==> config.mk <==
export PLATFORM = sky130hd
export DESIGN_NAME = prio_load_pipe_reg
export DESIGN_NICKNAME = d
export VERILOG_FILES = /design/src/rtl/prio_load_pipe_reg.sv
export SDC_FILE = /design/constraint.sdc
export NUM_CORES = 1
export LEC_CHECK = 0
export CAP_MARGIN = 25
export CELL_PAD_IN_SITES_DETAIL_PLACEMENT = 1
export CELL_PAD_IN_SITES_GLOBAL_PLACEMENT = 2
export CORE_MARGIN = 2
export CORE_UTILIZATION = 23
export DETAILED_ROUTE_END_ITERATION = 12
export PLACE_DENSITY_LB_ADDON = 0.3
export SLEW_MARGIN = 10
export SYNTH_ARGS = -nofsm -noshare
export SYNTH_HDL_FRONTEND = slang
export SYNTH_HIERARCHICAL = 1
export SYNTH_SLANG_ARGS = --single-unit
export TNS_END_PERCENT = 100
==> constraint.sdc <==
create_clock -name clk -period 1.7 [get_ports clk]
set_input_delay 0.255 -clock clk [delete_from_list [all_inputs] [get_ports clk]]
set_output_delay 0.255 -clock clk [all_outputs]
set_load 0.02 [all_outputs]
==> src/rtl/prio_load_pipe_reg.sv <==
// prio_load_pipe_reg: W-bit pipeline register with NPORTS priority-ordered
// load ports and a DEPTH-stage delay line. Each stage carries data, a valid
// bit and the index of the port that loaded it. Flush beats stall, and stall
// beats loading. An idle stage 0 holds its data and source but drops valid.

// One stage of the delay line: async reset, sync flush, stall hold.
module prio_load_pipe_stage #(
    parameter int            EW      = 1,
    parameter logic [EW-1:0] RST_ENT = '0
) (
    input  logic          clk,
    input  logic          rst,
    input  logic          flush,
    input  logic          stall,
    input  logic [EW-1:0] nxt,
    output logic [EW-1:0] cur
);

    // Reset/flush restore the reset entry; stall freezes; otherwise advance.
    always_ff @(posedge clk or posedge rst) begin
        if (rst)        cur <= RST_ENT;
        else if (flush) cur <= RST_ENT;
        else if (!stall) cur <= nxt;
    end

endmodule

module prio_load_pipe_reg #(
    parameter int             W       = 32,
    parameter int             NPORTS  = 2,
    parameter int             DEPTH   = 1,
    parameter logic [W-1:0]   RST_VAL = {W{1'b1}},
    localparam int            SRCW    = (NPORTS > 1) ? $clog2(NPORTS) : 1
) (
    input  logic                  clk,
    input  logic                  rst,
    input  logic                  stall,
    input  logic                  flush,
    input  logic [NPORTS-1:0]     en,
    input  logic [NPORTS*W-1:0]   d,
    output logic [W-1:0]          q,
    output logic                  q_valid,
    output logic [SRCW-1:0]       q_src,
    output logic [W-1:0]          s0_q
);

    typedef struct packed {
        logic            vld;
        logic [SRCW-1:0] src;
        logic [W-1:0]    data;
    } stage_t;

    localparam int     EW      = $bits(stage_t);
    localparam stage_t RST_ENT = '{vld: 1'b0, src: '0, data: RST_VAL};

    stage_t [DEPTH-1:0] stg;
    stage_t             nxt0;
    logic               win_any;
    logic [SRCW-1:0]    win_src;
    logic [W-1:0]       win_data;

    // Fixed-priority pick: scanning from the top down lets the lowest
    // enabled port index overwrite any higher one.
    always_comb begin
        win_any  = 1'b0;
        win_src  = '0;
        win_data = '0;
        for (int i = NPORTS - 1; i >= 0; i--) begin
            if (en[i]) begin
                win_any  = 1'b1;
                win_src  = SRCW'(i);
                win_data = d[i*W +: W];
            end
        end
    end

    // Stage 0 next value: the winning load, or a bubble that keeps the old
    // data and source so idle cycles do not disturb forwarded state.
    always_comb begin
        nxt0     = stg[0];
        nxt0.vld = 1'b0;
        if (win_any) begin
            nxt0.vld  = 1'b1;
            nxt0.src  = win_src;
            nxt0.data = win_data;
        end
    end

    for (genvar k = 0; k < DEPTH; k++) begin : g_stg
        if (k == 0) begin : g_head
            prio_load_pipe_stage #(.EW(EW), .RST_ENT(RST_ENT)) u_stage (
                .clk   (clk),
                .rst   (rst),
                .flush (flush),
                .stall (stall),
                .nxt   (nxt0),
                .cur   (stg[k])
            );
        end else begin : g_body
            prio_load_pipe_stage #(.EW(EW), .RST_ENT(RST_ENT)) u_stage (
                .clk   (clk),
                .rst   (rst),
                .flush (flush),
                .stall (stall),
                .nxt   (stg[k-1]),
                .cur   (stg[k])
            );
        end
    end

    assign q       = stg[DEPTH-1].data;
    assign q_valid = stg[DEPTH-1].vld;
    assign q_src   = stg[DEPTH-1].src;
    assign s0_q    = stg[0].data;

endmodule

# Yosys cells after proc, flatten, opt, wreduce, memory -nomap -nowiden
# Cells that the tools add are included.
[totals]
latchBits = 0
ram_bits = 0
word_cells = 13
ff_bits = 34
mem_count = 0
in_bits = 70
mem_bits_ro = 0
output_inout_bits = 66
[classes]
div_mod_pow = 0
eq_ne = 1
multipliers = 0
magnitude_cmp = 0
n_addsub = 0
n_mux = 8
shift = 0
n_reduce_logical = 2
bitwise_logic = 0
[op_table]
columns = ["cell", "n"]
rows = [
  ["$mux W34", 3],
  ["$mux W32", 2],
  ["$mux W1", 3],
  ["$ne A2 B1 Y1 const B", 1],
  ["$reduce_and A2 Y1", 1],
  ["$reduce_bool A2 Y1", 1],
]

# Longest topological paths before layout
[depth]
ltp_word = 5
mapped_depth = 6
ltp_nobuf = 4

# Cells and area by module
# Netlist, hierarchy kept.
[by_module_without_submodules]
columns = ["mod", "cells_each", "n_inst", "seq_area_each_um2", "area_per_inst_um2"]
rows = [
  ["prio_load_pipe_stage", 114, 1, 890.9, 1498.9],
  ["prio_load_pipe_reg", 142, 1, 0.0, 958.4],
]

# Worst setup path before layout
# Ideal clock, no wire load.
[synth_timing]
kind = "input -> register"
start = "in en[1]"
end = "reg g_stg[0].g_head.u_stage.cur[10]"
t_arrival_ns = 1.160
path_buffers = 2
slack_ns = 0.459
path_stages = 6
t_required_ns = 1.618
setup_time_ns = 0.082
cell_sequence = "buf_6 > buf_12 > mux2i_1 > o21ai_1 > and2b_1 > a211o_1"
[synth_rtl]
columns = ["item", "line_no", "rtl"]
rows = [
  ["start, declared", "39", "input logic [NPORTS-1:0] en,"],
  ["end signal, assigned", "23", "else if (!stall) cur <= nxt;"],
  ["end, declared", "16", "output logic [EW-1:0] cur"],
]

# Worst setup path after layout
[layout_timing]
start = "reg g_stg[0].g_head.u_stage.cur[32]"
end = "out q_src"
[layout_rtl]
columns = ["item", "line_no", "rtl"]
rows = [
  ["end, declared", "43", "output logic [SRCW-1:0] q_src,"],
]
# No word-level cell between the ends.

==> results.md <==
- Kind of critical path: register to output port
- Number of hold violations in the final report: 0
- Starting Density: 23.70%
- Die H: 107.4 microns
- Final setup fails: 0
- Top_reg_cell synth: dfstp_2
- CP Launch Type: register
- Total power: 0.002397 W
- NumNets Final: 420
- Max stage delay on crit path: 0.64 ns
- RR Startpoint: g_stg[0].g_head.u_stage/cur[2]$_DFFE_PP1P_
- Final non-filler cell area: 3656 sq um
- Total GRT Usage: 12.46%
- CP max-delay cell: clkdlybuf4s50_1
- Post-Syn Nets: 326
- Post-CTS Setup Bufs: 0
- Largest family of logic cells by synthesized area: compound AO/OA/AOI/OAI gates
- Critical Path Sink Type: output port
- Worst skew pair latency: 0.28 ns
- Buf/Inv on CP: 1
- WP depth: 1
- Clock root cell: clkbuf_8
- Mux cell area share after synthesis: 13.85%
- Layout cells sized above 1: 13.96%
- Simple-gate portion of the synthesized area: 14.46%
- Initial DRC count: 72
- Final Critical Period: 1.544 ns
- Commonest non-fill, non-tap cell in the layout: clkdlybuf4s50_1
- Clock buffer depth: 2
- Port bufs: 135
- Seq cells post-synth: 34
- Post-synthesis compound-gate area fraction: 17.92%
- MaxCap Viol Count: 0
- CTS Sinks: 34
- Hold buffer count at cts: 0
- Post-Synth XOR/XNOR Area: 0%
- Core area: 10370 sq um
- Placer congestion estimate: 0.6894
- Top Registers: g_stg.g_head.u_stage/cur: 34 flops
- Top reg by flops: g_stg.g_head.u_stage/cur
- Setup TNS: 0 ns
- Ant. Diodes: 0
- Post-DRT Antenna Nets: 0
- Vias per std cell: 4.425
- Synth Cell Area: 2457 sq um
- RSZ-0062 raised after global routing: no
- Crit Reg-Reg Endpoint: g_stg[0].g_head.u_stage/cur[2]$_DFFE_PP1P_
- Sequential area share after synthesis: 36.25%
- Initial antenna violation count: 0
- Clock skew: 0 ns
- Vias: 2155
- Commonest non-fill, non-tap cells in the layout: clkdlybuf4s50_1 (68), dlygate4sd2_1 (64), mux2i_1 (34)
- WP data arrival: 1.29 ns
- Length in cells of the worst reg-to-reg path: 4
- Largest register FFs: 34
- Worst path cell trace: clkdlybuf4s50_1
- First-pass GRT wire length: 11.35 mm
- Slew margin rel.: 81.45%
- Drt first pass iters: 4
- Largest net degree at the start of global routing: 67
- CP Launch Point: g_stg[0].g_head.u_stage/cur[32]$_DFFE_PP0P_
- Cell Pwr Density: 655.6 nW/um^2
- Avg WL per Cell: 14.41 microns
- Async SR Flop Fraction: 100.0%
- CP Capture Point: q_src
- CTS tree: built
- Cell family with most CP delay: buffers and inverters
- Post-Synth Adder-Cell Area: 0%
- Clk slew on worst S/H paths: 0.07 ns
- Vias in the first global route: 2196
- Mean Syn Cell Area: 9.599 sq um
- Setup ws final: 0.1562 ns
- Post-synth EDFFs: 0
- H-tree depth: 2
- Max Clk Rate: 647.8 MHz
- Post-cts sizing count: 64
- Placed Area: 3645 sq um
- Leak Pwr: 1.539 nW
- # DRC: 0
- Row count: 37
- Critical Path RT: 1.44 ns
- Total CTS buffers: 5
- Status: complete, no violations
- Slew Viols, Final: 0
- Area Growth Syn to Fin: 48.78%
- Reg2reg setup slack: 0.61 ns
- Setup Slack @ Placement: 0.2450 ns
- Synth Instances: 256
- Die Wd: 107.4 microns
- Synth warn: 6
- Die area: 11530 sq um
- Worst VDD drop: 0.2463 mV
- Critical path peak fanout: 3
- Worst Max-Slew Pin Slew: 0.2782 ns
- Period utilization: 90.81%
- Global route total overflow: 0
- Hold Slack: 0.3316 ns
- Yosys cell types: 17
- # fillers: 1220
- Post-Route WL: 7.017 mm
- Min-delay worst type: input port to async pin
- I/O Pins: 136
- Post-DP HPWL: 4.721 mm
==> cells in the mapped netlist (4+ instances only) <==
master	count	area share, %
clkbuf_1	5	0.76
a211o_1	32	11
nand2_1	32	4.9
dfstp_2	32	34
nor2_1	4	0.61
o21ai_0	4	0.81
buf_6	6	2.7
and2b_1	11	3.4
mux2i_1	34	14
nor2b_1	21	5.3
o21ai_1	28	5.7
buf_4	32	9.8
buf_2	8	1.6
==> per-layer routing <==
metal | wire [microns] | vias up | GRT usage [%]
li1 | - | 1037 | -
met1 | 3125 | 1036 | 16.14
met2 | 3362 | 75 | 20.52
met3 | 459 | 7 | 3.511
met4 | 70 | 0 | 3.022
met5 | 0 | - | 0
==> power by group <==
| part | switching, W | internal, W | leakage, nW |
|---|---|---|---|
| Clock | 0.000297 | 0.000327 | 0.0482 |
| Combinational | 0.000388 | 0.000409 | 1.13 |
| Sequential | 0.0000607 | 0.000916 | 0.364 |
==> cells by family (layout without fill, tap and decap cells) <==
group,after synthesis,in the layout
flops,34,34
simple gates,69,69
buf+inv,55,150
compound gates,64,64
mux,34,34
==> worst min path at each step <==
stage                                                     start                                           to  slack, ns  depth (start not counted)
floorplan                                                   rst  g_stg[0].g_head.u_stage/cur[32]$_DFFE_PP0P_       0.37                          1
global placement    g_stg[0].g_head.u_stage/cur[33]$_DFFE_PP0P_  g_stg[0].g_head.u_stage/cur[33]$_DFFE_PP0P_       0.50                          2
detailed placement  g_stg[0].g_head.u_stage/cur[33]$_DFFE_PP0P_  g_stg[0].g_head.u_stage/cur[33]$_DFFE_PP0P_       0.51                          2
CTS                                                         rst  g_stg[0].g_head.u_stage/cur[32]$_DFFE_PP0P_       0.33                          3
global route                                                rst  g_stg[0].g_head.u_stage/cur[32]$_DFFE_PP0P_       0.37                          3
finish                                                      rst  g_stg[0].g_head.u_stage/cur[32]$_DFFE_PP0P_       0.33                          3
==> metrics by stage <==
step | cells | utilization (%)
4_1_cts | 487 | 35.26
3_5_place_dp | 479 | 35.15
3_3_place_gp | 479 | 35.15
6_report | 487 | 35.26
5_1_grt | 487 | 35.26
2_1_floorplan | 256 | -
==> worst reg2reg max path: cells and delay by family (launching register included) <==
| kind | cells | cell delay [ns] |
|---|---|---|
| AOI/OAI and AO/OA | 2 | 0.35 |
| and+or+nand+nor | 1 | 0.17 |
| DFF | 1 | 0.39 |
| muxes | 1 | 0.12 |
==> area by class of cell <==
type	instances	area, sq um	area share (%)
clock inverters	1	5.005	0.1369
multi-input cells	167	1136	31.07
repair buffers	141	1364	37.30
flip-flops and latches	34	890.9	24.37
clock buffers	7	86.33	2.361
inverters	1	3.754	0.1027
well taps	136	170.2	4.654
No activity file was read; power rests on OpenSTA's default activity.
